<file path="config.mk">
export PLATFORM = sky130hd
export DESIGN_NAME = sprite_dma_engine
export DESIGN_NICKNAME = d
export VERILOG_FILES = /design/src/rtl/sprite_dma_pkg.sv /design/src/rtl/dma_edge_det.sv /design/src/rtl/sprite_dma_engine.sv
export SDC_FILE = /design/constraint.sdc
export NUM_CORES = 1
export LEC_CHECK = 0
export BUFFER_PORTS_ARGS = -buffer_cell sky130_fd_sc_hd__clkbuf_2
export CORE_ASPECT_RATIO = 0.6
export CORE_MARGIN = 3
export CORE_UTILIZATION = 26
export CTS_BUF_LIST = sky130_fd_sc_hd__clkbuf_4 sky130_fd_sc_hd__clkbuf_8
export DETAILED_ROUTE_END_ITERATION = 10
export GPL_ROUTABILITY_DRIVEN = 0
export PLACE_DENSITY_LB_ADDON = 0.15
export SETUP_SLACK_MARGIN = 0.1
export SLEW_MARGIN = 40
export SYNTH_ARGS = -nofsm -noshare
export SYNTH_HDL_FRONTEND = slang
export SYNTH_SLANG_ARGS = --single-unit
</file>
<file path="constraint.sdc">
create_clock -name I_CLK -period 2.5 [get_ports I_CLK]
set_input_delay 0.25 -clock I_CLK [delete_from_list [all_inputs] [get_ports I_CLK]]
set_output_delay 0.25 -clock I_CLK [all_outputs]
set_load 0.05 [all_outputs]
</file>
<file path="src/rtl/sprite_dma_pkg.sv">
// Shared types and defaults for the sprite DMA engine: FSM encodings,
// transfer-mode constants and default bus widths.
package sprite_dma_pkg;

   localparam int DEF_AS_W  = 10;
   localparam int DEF_AD_W  = 10;
   localparam int DEF_D_W   = 8;
   localparam int DEF_LEN_W = 11;

   localparam logic MODE_COPY = 1'b0;
   localparam logic MODE_FILL = 1'b1;

   typedef enum logic [2:0] {
      ST_IDLE   = 3'd0,
      ST_READ   = 3'd1,
      ST_LATCH  = 3'd2,
      ST_WRITE  = 3'd3,
      ST_FINISH = 3'd4
   } dma_state_e;

   // States in which a bus access is pending; these honour WAIT and ABORT.
   function automatic logic is_xfer_state(input dma_state_e s);
      return (s == ST_READ) || (s == ST_LATCH) || (s == ST_WRITE);
   endfunction

endpackage

</file>
<file path="src/rtl/dma_edge_det.sv">
// Rising-edge detector with synchronous clear. After a clear the input must
// be seen low once before an edge is reported, so a level held through clear is ignored.
module dma_edge_det (
   input  logic clk,
   input  logic clr,
   input  logic sig,
   output logic rise
);

   logic prev_q, prev_d;
   logic armed_q, armed_d;

   always_comb begin
      prev_d  = sig;
      armed_d = armed_q | ~sig;
   end

   always_ff @(posedge clk) begin
      if (clr) begin
         prev_q  <= 1'b0;
         armed_q <= 1'b0;
      end else begin
         prev_q  <= prev_d;
         armed_q <= armed_d;
      end
   end

   assign rise = sig & ~prev_q & armed_q;

endmodule

</file>
<file path="src/rtl/sprite_dma_engine.sv">
// Single-channel sprite DMA: copies work RAM to the sprite buffer (3 cycles
// per element) or fills the buffer with a constant (1 cycle per element).
module sprite_dma_engine
   import sprite_dma_pkg::*;
#(
   parameter int AS_W  = DEF_AS_W,
   parameter int AD_W  = DEF_AD_W,
   parameter int D_W   = DEF_D_W,
   parameter int LEN_W = DEF_LEN_W
) (
   input  logic             I_CLK,
   input  logic             I_RSTn,
   input  logic             I_DMA_TRIG,
   input  logic             I_MODE,
   input  logic [AS_W-1:0]  I_SRC_BASE,
   input  logic [AD_W-1:0]  I_DST_BASE,
   input  logic [LEN_W-1:0] I_LEN,
   input  logic [D_W-1:0]   I_FILL,
   input  logic             I_ABORT,
   input  logic             I_WAIT,
   input  logic [D_W-1:0]   I_DMA_DS,
   output logic [AS_W-1:0]  O_DMA_AS,
   output logic             O_DMA_CES,
   output logic [AD_W-1:0]  O_DMA_AD,
   output logic [D_W-1:0]   O_DMA_DD,
   output logic             O_DMA_WED,
   output logic             O_BUSY,
   output logic             O_DONE
);

   dma_state_e state_q, state_d;

   logic             mode_q, mode_d;
   logic [AS_W-1:0]  src_ptr_q, src_ptr_d, as_hold_q, as_hold_d;
   logic [AD_W-1:0]  dst_ptr_q, dst_ptr_d, ad_hold_q, ad_hold_d;
   logic [LEN_W-1:0] len_q, len_d, cnt_q, cnt_d, cnt_inc;
   logic [D_W-1:0]   fill_q, fill_d, data_q, data_d, dd_hold_q, dd_hold_d;
   logic [D_W-1:0]   wr_data;

   logic rst_clr, trig_rise, accept, active, abort_act, go, last_elem;

   assign rst_clr = ~I_RSTn;

   dma_edge_det u_trig_edge (
      .clk  (I_CLK),
      .clr  (rst_clr),
      .sig  (I_DMA_TRIG),
      .rise (trig_rise)
   );

   // go: an access state that is neither stalled nor aborted this cycle
   always_comb begin
      active    = is_xfer_state(state_q);
      accept    = (state_q == ST_IDLE) && trig_rise;
      abort_act = active && I_ABORT;
      go        = active && !I_WAIT && !I_ABORT;
      cnt_inc   = cnt_q + LEN_W'(1);
      last_elem = (cnt_inc == len_q);
      wr_data   = (mode_q == MODE_COPY) ? data_q : fill_q;
   end

   // ---------------- FSM: state register ----------------
   always_ff @(posedge I_CLK) begin
      if (!I_RSTn) state_q <= ST_IDLE;
      else         state_q <= state_d;
   end

   // ---------------- FSM: next state ----------------
   always_comb begin
      state_d = state_q;
      unique case (state_q)
         ST_IDLE: begin
            if (accept) begin
               if (I_LEN == '0)              state_d = ST_FINISH;
               else if (I_MODE == MODE_FILL) state_d = ST_WRITE;
               else                          state_d = ST_READ;
            end
         end
         ST_READ:  if (go) state_d = ST_LATCH;
         ST_LATCH: if (go) state_d = ST_WRITE;
         ST_WRITE: begin
            if (go) begin
               if (last_elem)                state_d = ST_FINISH;
               else if (mode_q == MODE_FILL) state_d = ST_WRITE;
               else                          state_d = ST_READ;
            end
         end
         ST_FINISH: state_d = ST_IDLE;
         default:   state_d = ST_IDLE;
      endcase
      // Abort overrides a stall as well as normal sequencing.
      if (abort_act) state_d = ST_FINISH;
   end

   // ---------------- FSM: outputs ----------------
   always_comb begin
      O_DMA_CES = (state_q == ST_READ)  && go;
      O_DMA_WED = (state_q == ST_WRITE) && go;
      O_DMA_AS  = (state_q == ST_READ)  ? src_ptr_q : as_hold_q;
      O_DMA_AD  = (state_q == ST_WRITE) ? dst_ptr_q : ad_hold_q;
      O_DMA_DD  = (state_q == ST_WRITE) ? wr_data   : dd_hold_q;
      O_BUSY    = active;
      O_DONE    = (state_q == ST_FINISH);
   end

   // ---------------- datapath ----------------
   always_comb begin
      mode_d    = mode_q;
      src_ptr_d = src_ptr_q;
      dst_ptr_d = dst_ptr_q;
      len_d     = len_q;
      cnt_d     = cnt_q;
      fill_d    = fill_q;
      data_d    = data_q;
      as_hold_d = as_hold_q;
      ad_hold_d = ad_hold_q;
      dd_hold_d = dd_hold_q;

      if (accept) begin
         mode_d    = I_MODE;
         src_ptr_d = I_SRC_BASE;
         dst_ptr_d = I_DST_BASE;
         len_d     = I_LEN;
         fill_d    = I_FILL;
         cnt_d     = '0;
      end

      if (go) begin
         unique case (state_q)
            ST_READ:  as_hold_d = src_ptr_q;
            ST_LATCH: data_d    = I_DMA_DS;
            ST_WRITE: begin
               ad_hold_d = dst_ptr_q;
               dd_hold_d = wr_data;
               // Pointers wrap naturally at their widths.
               src_ptr_d = src_ptr_q + AS_W'(1);
               dst_ptr_d = dst_ptr_q + AD_W'(1);
               cnt_d     = cnt_inc;
            end
            default: ;
         endcase
      end
   end

   always_ff @(posedge I_CLK) begin
      if (!I_RSTn) begin
         mode_q    <= MODE_COPY;
         src_ptr_q <= '0;
         dst_ptr_q <= '0;
         len_q     <= '0;
         cnt_q     <= '0;
         fill_q    <= '0;
         data_q    <= '0;
         as_hold_q <= '0;
         ad_hold_q <= '0;
         dd_hold_q <= '0;
      end else begin
         mode_q    <= mode_d;
         src_ptr_q <= src_ptr_d;
         dst_ptr_q <= dst_ptr_d;
         len_q     <= len_d;
         cnt_q     <= cnt_d;
         fill_q    <= fill_d;
         data_q    <= data_d;
         as_hold_q <= as_hold_d;
         ad_hold_q <= ad_hold_d;
         dd_hold_q <= dd_hold_d;
      end
   end

endmodule

</file>
After elaboration in Yosys (flattened, before gate mapping)
Cells that the tools add are included.
{"block": "totals", "inputBits": 53, "mem_bits_rw": 0, "word_cells": 75, "memories": 0, "regBits": 92, "mem_bits_ro": 0, "out_inout_bits": 32, "latch_bits": 0}
{"block": "classes", "add_sub_neg": 3, "div": 0, "bitwise_logic": 6, "n_reduce_logical": 16, "shift": 0, "eq_ne": 13, "magnitude_cmp": 0, "mux": 23, "n_mul": 0}
{"op": "$mux 10", "count": 8}
{"op": "$mux 11", "count": 3}
{"op": "$mux 3", "count": 7}
{"op": "$add 10x1->10 const B", "count": 2}
{"op": "$mux 8", "count": 2}
{"op": "$ne 3x3->1 const B", "count": 4}
{"op": "$pmux 3 s4", "count": 1}
{"op": "$add 11x1->11 const B", "count": 1}
{"op": "$eq 11x11->1", "count": 1}
{"op": "$logic_not 11->1", "count": 1}
{"op": "$ne 2x2->1 const B", "count": 4}
{"op": "$reduce_and 4->1", "count": 2}
{"op": "$eq 3x2->1 const B", "count": 2}
{"op": "$logic_and 1x1->1", "count": 6}
{"op": "$mux 2", "count": 2}
{"op": "$eq 3x1->1 const B", "count": 1}
{"op": "$eq 3x3->1 const B", "count": 1}
{"op": "$logic_not 3->1", "count": 1}
{"op": "$not 1->1", "count": 3}
{"op": "$and 1x1->1", "count": 2}
{"op": "$logic_not 1->1", "count": 2}
{"op": "$logic_or 1x1->1", "count": 2}
{"op": "$reduce_and 2->1", "count": 1}
{"op": "$reduce_or 2->1", "count": 1}
{"op": "$or 1x1->1", "count": 1}

Longest topological paths before layout
Gate-level depths: netlist (run 1).
{"block": "depth", "depth_word": 8, "depth_mapped": 9, "depth_no_buf": 7}

Modules after synthesis
Synthesis (run 1) repeated with hierarchy kept, for this count alone.
{"block": "unflattened", "cells_unflattened": 610, "hier_area_um2": 4605.7}
{"module": "sprite_dma_engine", "seq_area_each_um2": 1801.7, "instances": 1, "area_each_um2": 4543.1, "cells_each": 603}
{"module": "dma_edge_det", "seq_area_each_um2": 40.0, "instances": 1, "area_each_um2": 62.6, "cells_each": 7}

Least setup slack after synthesis (run 1)
Ideal clock, no wire load.
{"block": "synth_timing", "path_type": "reg2reg", "start": "register state_q[2]", "end": "register src_ptr_q[5]", "path_buffers": 2, "setup_ps": 70, "synth_period_minus_slack_ps": 2594, "t_required_ps": 2430, "stages_incl_launch_ff": 8, "slack_ps": -94, "arrival_ps": 2524, "cell_sequence": "dfxtp_1 > o21ba_2 > clkbuf_1 > nand3_1 > inv_1 > buf_1 > a32oi_1 > a21oi_1"}
{"block": "synth_between", "elab_chain_len": 6, "elab_cells_between_ends": 12, "cone_classes": "3 x eq/ne; 3 x mux; 6 x reduce/logical"}
{"element": "from (decl)", "line_no": "sprite_dma_engine.sv:31", "source": "dma_state_e state_q, state_d;"}
{"element": "from (signal assigned)", "line_no": "sprite_dma_engine.sv:65", "source": "else state_q <= state_d;"}
{"element": "$eq 3x1->1 / $eq 3x2->1 (equally long branches)", "line_no": "sprite_dma_pkg.sv:23", "source": "return (s == ST_READ) || (s == ST_LATCH) || (s == ST_WRITE);"}
{"element": "$logic_or 1x1->1", "line_no": "sprite_dma_pkg.sv:23"}
{"element": "$logic_or 1x1->1 (*)", "line_no": "sprite_dma_pkg.sv:23"}
{"element": "named net O_BUSY", "line_no": "sprite_dma_engine.sv:27", "source": "output logic O_BUSY,"}
{"element": "$logic_and 1x1->1 (*) (2 in series)", "line_no": "sprite_dma_engine.sv:56", "source": "go = active && !I_WAIT && !I_ABORT;"}
{"element": "$mux 10 (*)", "line_no": "sprite_dma_engine.sv:128", "source": "if (go) begin"}
{"element": "to (signal assigned)", "line_no": "sprite_dma_engine.sv:159", "source": "src_ptr_q <= src_ptr_d;"}
{"element": "to (decl)", "line_no": "sprite_dma_engine.sv:34", "source": "logic [AS_W-1:0] src_ptr_q, src_ptr_d, as_hold_q, as_hold_d;"}
Mark *: on every way through the listed nets, which the timed path passes. The rest lies on a longest branch.
A chain may end at the register's enable or synchronous reset.

Worst setup path after layout (run 1)
{"block": "layout_timing", "start": "register cnt_q[1]", "end": "register state_q[2]"}
{"block": "layout_between", "elab_chain_len": 6}
{"element": "from (decl)", "line_no": "sprite_dma_engine.sv:36", "source": "logic [LEN_W-1:0] len_q, len_d, cnt_q, cnt_d, cnt_inc;"}
{"element": "from (signal assigned)", "line_no": "sprite_dma_engine.sv:162", "source": "cnt_q <= cnt_d;"}
{"element": "$add 11x1->11", "line_no": "sprite_dma_engine.sv:57", "source": "cnt_inc = cnt_q + LEN_W'(1);"}
{"element": "$eq 11x11->1", "line_no": "sprite_dma_engine.sv:58", "source": "last_elem = (cnt_inc == len_q);"}
{"element": "$mux 3", "line_no": "sprite_dma_engine.sv:83", "source": "if (last_elem) state_d = ST_FINISH;"}
{"element": "$mux 3", "line_no": "sprite_dma_engine.sv:82", "source": "if (go) begin"}
{"element": "$pmux 3 s4", "line_no": "sprite_dma_engine.sv:71", "source": "unique case (state_q)"}
{"element": "$mux 3", "line_no": "sprite_dma_engine.sv:92", "source": "if (abort_act) state_d = ST_FINISH;"}
Every way passes these cells. The select of a mux whose other input is x is not followed.

==> results of run 1 <==
[worst max-delay path, stage by stage (launching register included)]
cell and delay (ps):
sky130_fd_sc_hd__dfxtp_1 410, sky130_fd_sc_hd__ha_4 200, sky130_fd_sc_hd__nand3_4 70, sky130_fd_sc_hd__or4_4 490
sky130_fd_sc_hd__a21oi_2 160, sky130_fd_sc_hd__a221oi_1 70, sky130_fd_sc_hd__or4_1 560, sky130_fd_sc_hd__o32ai_2 260
[flip-flops by register name, summed over array words and instances, names as in the netlist]
signal               flops
ad_hold_q               10
dst_ptr_q               10
dd_hold_q                8
data_q                   8
len_q                   11
fill_q                   8
src_ptr_q               10
u_trig_edge.prev_q       1
mode_q                   1
u_trig_edge.armed_q      1
cnt_q                   11
as_hold_q               10
state_q                  3
[logic make-up after synthesis]
logic type	after synthesis	share of synthesized area [%]
adders and majority gates	3	0.831
and+or+nand+nor	283	28.3
AOI/OAI and AO/OA	130	17.2
DFF	92	40.8
muxes	26	6.04
xor gates and xnor gates	14	2.71
buffers and inverters	49	4.12
[power breakdown]
group	total [mW]	internal [mW]	leakage, nW	switching [mW]
clock network	0.994	0.387	0.0943	0.608
registers	1.54	1.50	0.745	0.0365
logic	0.294	0.110	1.32	0.184
[layer usage]
layer  part of all wire, %  vias up
met5                     0        -
met4                   1.2        0
met3                   6.2       16
met2                    40      133
met1                    53     2010
li1                      -     2241
[placed cells by master, fill, tap and decap left out, types with 4 or more instances in the layout]
master and count:
sky130_fd_sc_hd__clkbuf_2 81, sky130_fd_sc_hd__nor2b_1 7, sky130_fd_sc_hd__buf_4 28, sky130_fd_sc_hd__a221oi_1 4
sky130_fd_sc_hd__inv_1 6, sky130_fd_sc_hd__a21oi_1 62, sky130_fd_sc_hd__nor3_1 16, sky130_fd_sc_hd__nand4_1 6
sky130_fd_sc_hd__xnor2_1 9, sky130_fd_sc_hd__mux2_2 10, sky130_fd_sc_hd__nand2_1 139, sky130_fd_sc_hd__xor2_1 5
sky130_fd_sc_hd__dfxtp_1 90, sky130_fd_sc_hd__clkbuf_8 9, sky130_fd_sc_hd__nor4_1 6, sky130_fd_sc_hd__mux2i_1 16
sky130_fd_sc_hd__nand3b_1 5, sky130_fd_sc_hd__a31oi_1 5, sky130_fd_sc_hd__nand3_1 10, sky130_fd_sc_hd__nor2_1 59
sky130_fd_sc_hd__o21ai_0 32, sky130_fd_sc_hd__and3_1 14, sky130_fd_sc_hd__a222oi_1 5
[cell usage after synthesis, types with 3 or more instances]
cell type                  number  share of area, %
sky130_fd_sc_hd__nor3_1        17               1.9
sky130_fd_sc_hd__and2_1         3              0.42
sky130_fd_sc_hd__buf_1          3              0.25
sky130_fd_sc_hd__dfxtp_1       92                41
sky130_fd_sc_hd__nor2b_1        7              0.97
sky130_fd_sc_hd__a32oi_1        3              0.58
sky130_fd_sc_hd__nand3b_1       5              0.83
sky130_fd_sc_hd__a31oi_1        5              0.69
sky130_fd_sc_hd__o21ai_0       32               3.5
sky130_fd_sc_hd__nand4_1        6              0.83
sky130_fd_sc_hd__nand2_1      139                12
sky130_fd_sc_hd__xor2_1         5              0.97
sky130_fd_sc_hd__mux2_2        10               2.5
sky130_fd_sc_hd__a221oi_1       4              0.78
sky130_fd_sc_hd__inv_1          6              0.50
sky130_fd_sc_hd__nand3_1       10               1.1
sky130_fd_sc_hd__xnor2_1        9               1.7
sky130_fd_sc_hd__mux2i_1       16               3.5
sky130_fd_sc_hd__nor2_1        60               5.0
sky130_fd_sc_hd__nor4_1         7              0.97
sky130_fd_sc_hd__a222oi_1       5               1.1
sky130_fd_sc_hd__clkbuf_1      37               3.1
sky130_fd_sc_hd__and3_1        14               1.9
sky130_fd_sc_hd__ha_1           3              0.83
sky130_fd_sc_hd__a21oi_1       62               6.9
[per-stage QoR]
step | setup slack [ps] | instances | utilization, %
2_1_floorplan | -36.1 | 597 | -
3_3_place_gp | 192 | 894 | 32.1
3_5_place_dp | 152 | 894 | 32.1
4_1_cts | 116 | 911 | 33.3
5_1_grt | 110 | 911 | 33.4
6_report | 206 | 911 | 33.4
[worst max-delay path by stage]
stage | startpoint | to | slack (ps) | cells after the start
floorplan | state_q[1] | dd_hold_q[5] | -40 | 6
global placement | cnt_q[1] | state_q[2] | 190 | 7
detailed placement | cnt_q[1] | state_q[2] | 150 | 7
CTS | cnt_q[1] | state_q[2] | 120 | 7
global route | cnt_q[1] | state_q[2] | 110 | 7
finish | cnt_q[1] | state_q[2] | 210 | 7
[repair_timing]
item,CTS,global route
setup endpoints to repair,18,2
setup buffers,1,0
gates resized for setup,0,5
pin swaps,1,0
[cell type report]
class                   instances  area share, %
repair buffers                112           12.2
well taps                     228           5.14
clock inverters                 7           1.17
inverters                       7          0.474
multi-input cells             456           45.6
clock buffers                   9           2.23
flip-flops and latches         92           33.2
==> results.rst, run 1 <==
.. list-table::
   :header-rows: 1

   * - Metric
     - Value
   * - Clock sink count
     - 92
   * - Setup Total Neg Slack
     - 0 ps
   * - M2 GR Usage
     - 20.8%
   * - Worst Hold Class
     - in -> reg
   * - Ports placed on the boundary
     - 85
   * - FF-to-FF End
     - state_q[2]
   * - Global routing usage summed across all routing layers
     - 14.7%
   * - CTS tree
     - built
   * - MaxCap Viol Count
     - 0
   * - Hold Vio Cnt, Final
     - 0
   * - Mean cell area of the mapped netlist
     - 7.57 um2
   * - Hold path cells
     - 3
   * - Portion of the post-synthesis area used by sequential elements
     - 40.8%
   * - DRC violation total after the first TritonRoute iteration
     - 261
   * - FF/Latch Area
     - 1840 um2
   * - Final count of pins violating max slew
     - 0
   * - Number of buffer cells added on primary ports
     - 84
   * - Post-detailed-placement half-perimeter wirelength
     - 10100 um
   * - Worst Setup End Kind
     - register
   * - Total Die Area
     - 19100 um2
   * - # rows
     - 36
   * - Startpoint class of the critical path
     - register
   * - Clock-pin slew of the registers on the worst-case setup and hold paths
     - approximately 120 ps
   * - Number of global-route vias before repair
     - 4184
   * - Ratio of final minimum period to clock period
     - 91.8%
   * - Hold EP
     - fill_q[2]
   * - Htree depth
     - 3
   * - Mapped Cells
     - between 500 and 600
   * - Worst reg2reg path depth
     - 7
   * - Fraction of synthesis flops using an asynchronous set or reset pin
     - 0%
   * - Vias/cell
     - 4.83
   * - DRC violation count after routing
     - 0
   * - Type of the worst setup path
     - reg -> reg
   * - Inserted Diodes
     - 0
   * - Met3 routing resource usage after global routing
     - 4.07%
   * - Unrepaired setup endpoints after global routing
     - false
   * - Sum of overflow across all layers after global routing
     - 0
   * - Leakage
     - around 2.2 nW
   * - Top Usage Layer GRT
     - met1
   * - Maximum number of pins on one net before global-route repair
     - 46
   * - Area of combinational cells with multiple inputs
     - roughly 2500 um2
   * - Initial antenna violation count
     - 0
   * - Warnings, synthesis
     - 0
   * - Pwr/cell area
     - between 500 and 600 nW/um2
   * - Placement Cell Area
     - between 5000 and 6000 um2
   * - Clock Latency Late Sink
     - approximately 380 ps
   * - Summed instance area of the synthesized netlist
     - 4520 um2
   * - Post-synth cell types
     - 51
   * - Period minus WS final
     - 2290 ps
   * - Maximum net fanout on the critical path
     - 5
   * - Overall power
     - 2.83 mW
   * - Hold buffer count at cts
     - 0
   * - Smallest hold slack
     - 75.6 ps
   * - Actual slew at the worst max-slew pin
     - 711 ps
   * - Chip Height
     - 108 um
   * - Data required time of the worst path
     - 2780 ps
   * - Nets
     - approximately 730
   * - Worst VDD drop
     - 0.000275 V
   * - Number of synthesized register bits
     - 92
   * - Overall via count from detail_route
     - 4400
   * - Layout Cell Area excl Fill
     - 5550 um2
   * - Net count after synthesis
     - between 600 and 700
   * - Filler Cells Inserted
     - between 1500 and 2000
   * - Final setup skew
     - 18.2 ps
   * - Remaining number of nets flagged by the antenna check after routing
     - 0
   * - Leading register cell type out of synthesis
     - sky130_fd_sc_hd__dfxtp_1
   * - 1st-pass router iterations
     - 5
   * - Fmax
     - 436 MHz
   * - Post-detailed-route wirelength per cell
     - 15.3 um
   * - Signal arrival time at the worst endpoint
     - around 2600 ps
   * - Overall die width
     - 176 um
   * - Number of setup violations in the final report
     - 0
   * - Bufs on Longest Clock Path
     - 2
   * - Origin of the critical flop-to-flop path
     - cnt_q[1]
   * - Standard cell core area
     - 16600 um2
   * - Hold wc startpoint
     - I_FILL[2]
   * - Layout cells sized above 1
     - 22.8%
   * - Number of enable flip-flop cells after synthesis
     - 0
   * - Overall routed net length
     - 13900 um
   * - Met1 routing resource usage after global routing
     - 22.0%
   * - Result of the run
     - finished, final reports clean
   * - Area growth syn-to-layout
     - 22.8%
   * - Number of buffers created by CTS
     - 9
   * - Root buffer selected by CTS
     - sky130_fd_sc_hd__clkbuf_8
   * - First-pass GRT wire length
     - 22300 um
   * - Initial standard-cell utilization of the core
     - 27.2%
   * - Register-to-register setup slack
     - 210 ps
   * - Worst rel slew slack
     - a little over half
(Power assumes the default switching activity.)
==> inputs of run 2 (changes only) <==
CORE_UTILIZATION = 38   (was 26)
CTS_BUF_LIST = not set   (was sky130_fd_sc_hd__clkbuf_4 sky130_fd_sc_hd__clkbuf_8)
==> run 2 against run 1 <==
Clock power is 54% higher. Hold slack better by 39 ps. Die area is 30% lower. Cell count is 8.5% lower. Critical endpoint unchanged. Largest cell class unchanged. Design area is 0.14% lower.
==> results.rst, run 2 (synthesis results as in run 1) <==
.. list-table::
   :header-rows: 1

   * - Metric
     - Value
   * - Result of the run
     - finished, final reports clean
   * - Maximum net fanout on the critical path
     - 6 (+1)
   * - Overall die width
     - 147 um (-17%)
   * - Remaining number of nets flagged by the antenna check after routing
     - 0 (unchanged)
   * - FF/Latch Area
     - 1840 um2 (about the same)
   * - Filler Cells Inserted
     - 1117 (-37%)
   * - Post-detailed-placement half-perimeter wirelength
     - 9390 um (-6.8%)
   * - Post-detailed-route wirelength per cell
     - 15.8 um (+3.3%)
   * - Ports placed on the boundary
     - 85 (unchanged)
   * - Pwr/cell area
     - 605 nW/um2 (+19%)
   * - Post-CTS setup-driven buffer insertion count
     - 0 (-1)
   * - DRC violation count after routing
     - 0 (unchanged)
   * - Overall routed net length
     - 13200 um (-5.4%)
   * - MaxCap Viol Count
     - 0 (unchanged)
   * - Area of combinational cells with multiple inputs
     - 2520 um2 (-0.20%)
   * - Standard cell core area
     - 11400 um2 (-31%)
   * - Signal arrival time at the worst endpoint
     - 2600 ps (+20 ps)
   * - Fmax
     - 424 MHz (-2.7%)
   * - Number of buffer cells added on primary ports
     - 84 (unchanged)
   * - Origin of the critical flop-to-flop path
     - cnt_q[0]
   * - Setup Total Neg Slack
     - 0 ps (unchanged)
   * - Global routing usage summed across all routing layers
     - 19.7% (+4.9 points)
   * - Number of setup violations in the final report
     - 0 (unchanged)
   * - Final setup skew
     - 6.80 ps (-11.4 ps)
   * - Initial antenna violation count
     - 0 (unchanged)
   * - Worst reg2reg path depth
     - 7 (unchanged)
   * - Bufs on Longest Clock Path
     - 2 (unchanged)
   * - Data required time of the worst path
     - 2750 ps (-30 ps)
   * - Number of global-route vias before repair
     - 4036 (-3.5%)
   * - Most frequent cells in the layout
     - sky130_fd_sc_hd__nand2_1, sky130_fd_sc_hd__dfxtp_1, sky130_fd_sc_hd__clkbuf_2, sky130_fd_sc_hd__a21oi_1, sky130_fd_sc_hd__nor2_1
   * - Nets
     - 727 (-0.95%)
   * - Chip Height
     - 90.5 um (-16%)
   * - FF-to-FF End
     - state_q[2]
   * - Maximum number of pins on one net before global-route repair
     - 65 (+41%)
   * - Final count of pins violating max slew
     - 0 (unchanged)
   * - DRC violation total after the first TritonRoute iteration
     - 348 (+33%)
   * - Total Die Area
     - 13300 um2 (-30%)
   * - Number of non-filler instances in the completed layout
     - 834 (-8.5%)
   * - Clock Latency Late Sink
     - 330 ps (-50 ps)
   * - Worst rel slew slack
     - 55.9% (+3.7 points)
   * - CP endpoint
     - state_q[2]
   * - Sum of overflow across all layers after global routing
     - 0 (unchanged)
   * - Hold buffer count at cts
     - 0 (unchanged)
   * - # rows
     - 30 (-17%)
   * - CTS tree
     - built
   * - Most common cell after layout, fill and taps aside
     - sky130_fd_sc_hd__nand2_1
   * - Period minus WS final
     - 2360 ps (+64.0 ps)
   * - Worst setup path start
     - cnt_q[0]
   * - Largest registers
     - cnt_q: 11 flops, len_q: 11 flops
   * - Root buffer selected by CTS
     - sky130_fd_sc_hd__clkbuf_16
   * - Hold Vio Cnt, Final
     - 0 (unchanged)
   * - Leakage
     - 2.18 nW (+1.1%)
   * - Vias/cell
     - 5.27 (+9.2%)
   * - Ratio of final minimum period to clock period
     - 94.3% (+2.6 points)
   * - Startpoint class of the critical path
     - register
   * - Worst VDD drop
     - 0.000384 V (+40%)
   * - Inst Count DP
     - 820 (-8.3%)
   * - Area growth syn-to-layout
     - 22.6%
   * - Actual slew at the worst max-slew pin
     - 656 ps (-55.4 ps)
   * - Unrepaired setup endpoints after global routing
     - true
   * - Htree depth
     - 3 (unchanged)
   * - Initial standard-cell utilization of the core
     - 39.5% (+12 points)
   * - Layout cells sized above 1
     - 21.5% (-1.3 points)
   * - Inserted Diodes
     - 0 (unchanged)
   * - Clock sink count
     - 92 (unchanged)
   * - Type of the worst setup path
     - reg -> reg
   * - 1st-pass router iterations
     - 5 (unchanged)
   * - Worst Hold Class
     - in -> reg
   * - First-pass GRT wire length
     - 21300 um (-4.7%)
   * - Worst Setup End Kind
     - register
   * - Number of buffers created by CTS
     - 9 (unchanged)
   * - Clock-pin slew of the registers on the worst-case setup and hold paths
     - 70 ps (-50 ps)
   * - Overall via count from detail_route
     - 4399 (-0.023%)
   * - Register-to-register setup slack
     - 140 ps (-60 ps)
[run 2: changes by cell type in the layout (fill, tap and decap cells not counted), moves of 2 or more]
cell                        change
sky130_fd_sc_hd__clkbuf_8       -9
sky130_fd_sc_hd__inv_8          -2
sky130_fd_sc_hd__clkbuf_16      +9
sky130_fd_sc_hd__buf_4          -8
sky130_fd_sc_hd__bufinv_16      +3
sky130_fd_sc_hd__clkinv_4       -2
[run 2: power by group]
part / leakage, nW / internal, mW / total [mW] / switching, mW
Combinational: 1.27 / 0.108 / 0.288 / 0.180
Clock: 0.159 / 0.971 / 1.53 / 0.558
Sequential: 0.745 / 1.50 / 1.54 / 0.0370
Total: 2.18 / 2.58 / 3.36 / 0.775
[run 2: worst max-delay path, cell delays in order, from the launching register on]
cell and delay, ps:
sky130_fd_sc_hd__dfxtp_1 480, sky130_fd_sc_hd__ha_4 230, sky130_fd_sc_hd__nand3_4 60, sky130_fd_sc_hd__or4_4 490, sky130_fd_sc_hd__a21oi_2 150, sky130_fd_sc_hd__a221oi_1 70, sky130_fd_sc_hd__or4_1 540, sky130_fd_sc_hd__o32ai_2 260
[run 2: worst min path at each step]
stage | from | to | cells after the start
4_1_cts | I_DMA_TRIG | u_trig_edge.armed_q | 2
2_1_floorplan | I_DMA_TRIG | u_trig_edge.armed_q | 1
3_5_place_dp | u_trig_edge.armed_q | u_trig_edge.armed_q | 2
3_3_place_gp | u_trig_edge.armed_q | u_trig_edge.armed_q | 2
5_1_grt | I_DMA_TRIG | u_trig_edge.armed_q | 2
6_report | I_DMA_TRIG | u_trig_edge.armed_q | 2
[run 2: layout make-up]
class | count | area share (%)
Multi-Input combinational cell | 456 | 45.5
Sequential cell | 92 | 33.3
Timing Repair Buffer | 105 | 11.2
Clock buffer | 10 | 4.13
Tap cell | 160 | 3.61
Clock inverter | 4 | 1.78
Inverter | 7 | 0.474
[run 2: what timing repair did]
| item | in CTS | in global routing |
|---|---|---|
| setup endpoints to repair | 2 | 2 |
| gates resized for setup | 2 | 3 |
| hold endpoints to repair | 0 | 0 |
| pin swaps | 0 | 0 |
[run 2: through the flow]
step                      power (mW)  hold slack (ps)  cell area [um2]  utilization, %  setup slack [ps]
after floorplan                 1.74              342             4520               -             -36.1
after global placement          1.85              436             5200            45.4               149
after detailed placement        1.86              440             5200            45.4               101
after CTS                       3.38              100             5530            48.3               133
after global routing            3.49              106             5540            48.4              76.7
final                           3.36              115             5540            48.4               142
[run 2: per-layer routing]
metal	vias up	GRT usage [%]	routed length (um)
met5	-	0	0
met4	0	3.60	104
met3	12	6.32	1070
met2	143	28.6	5490
met1	2030	28.6	6520
li1	2214	-	-
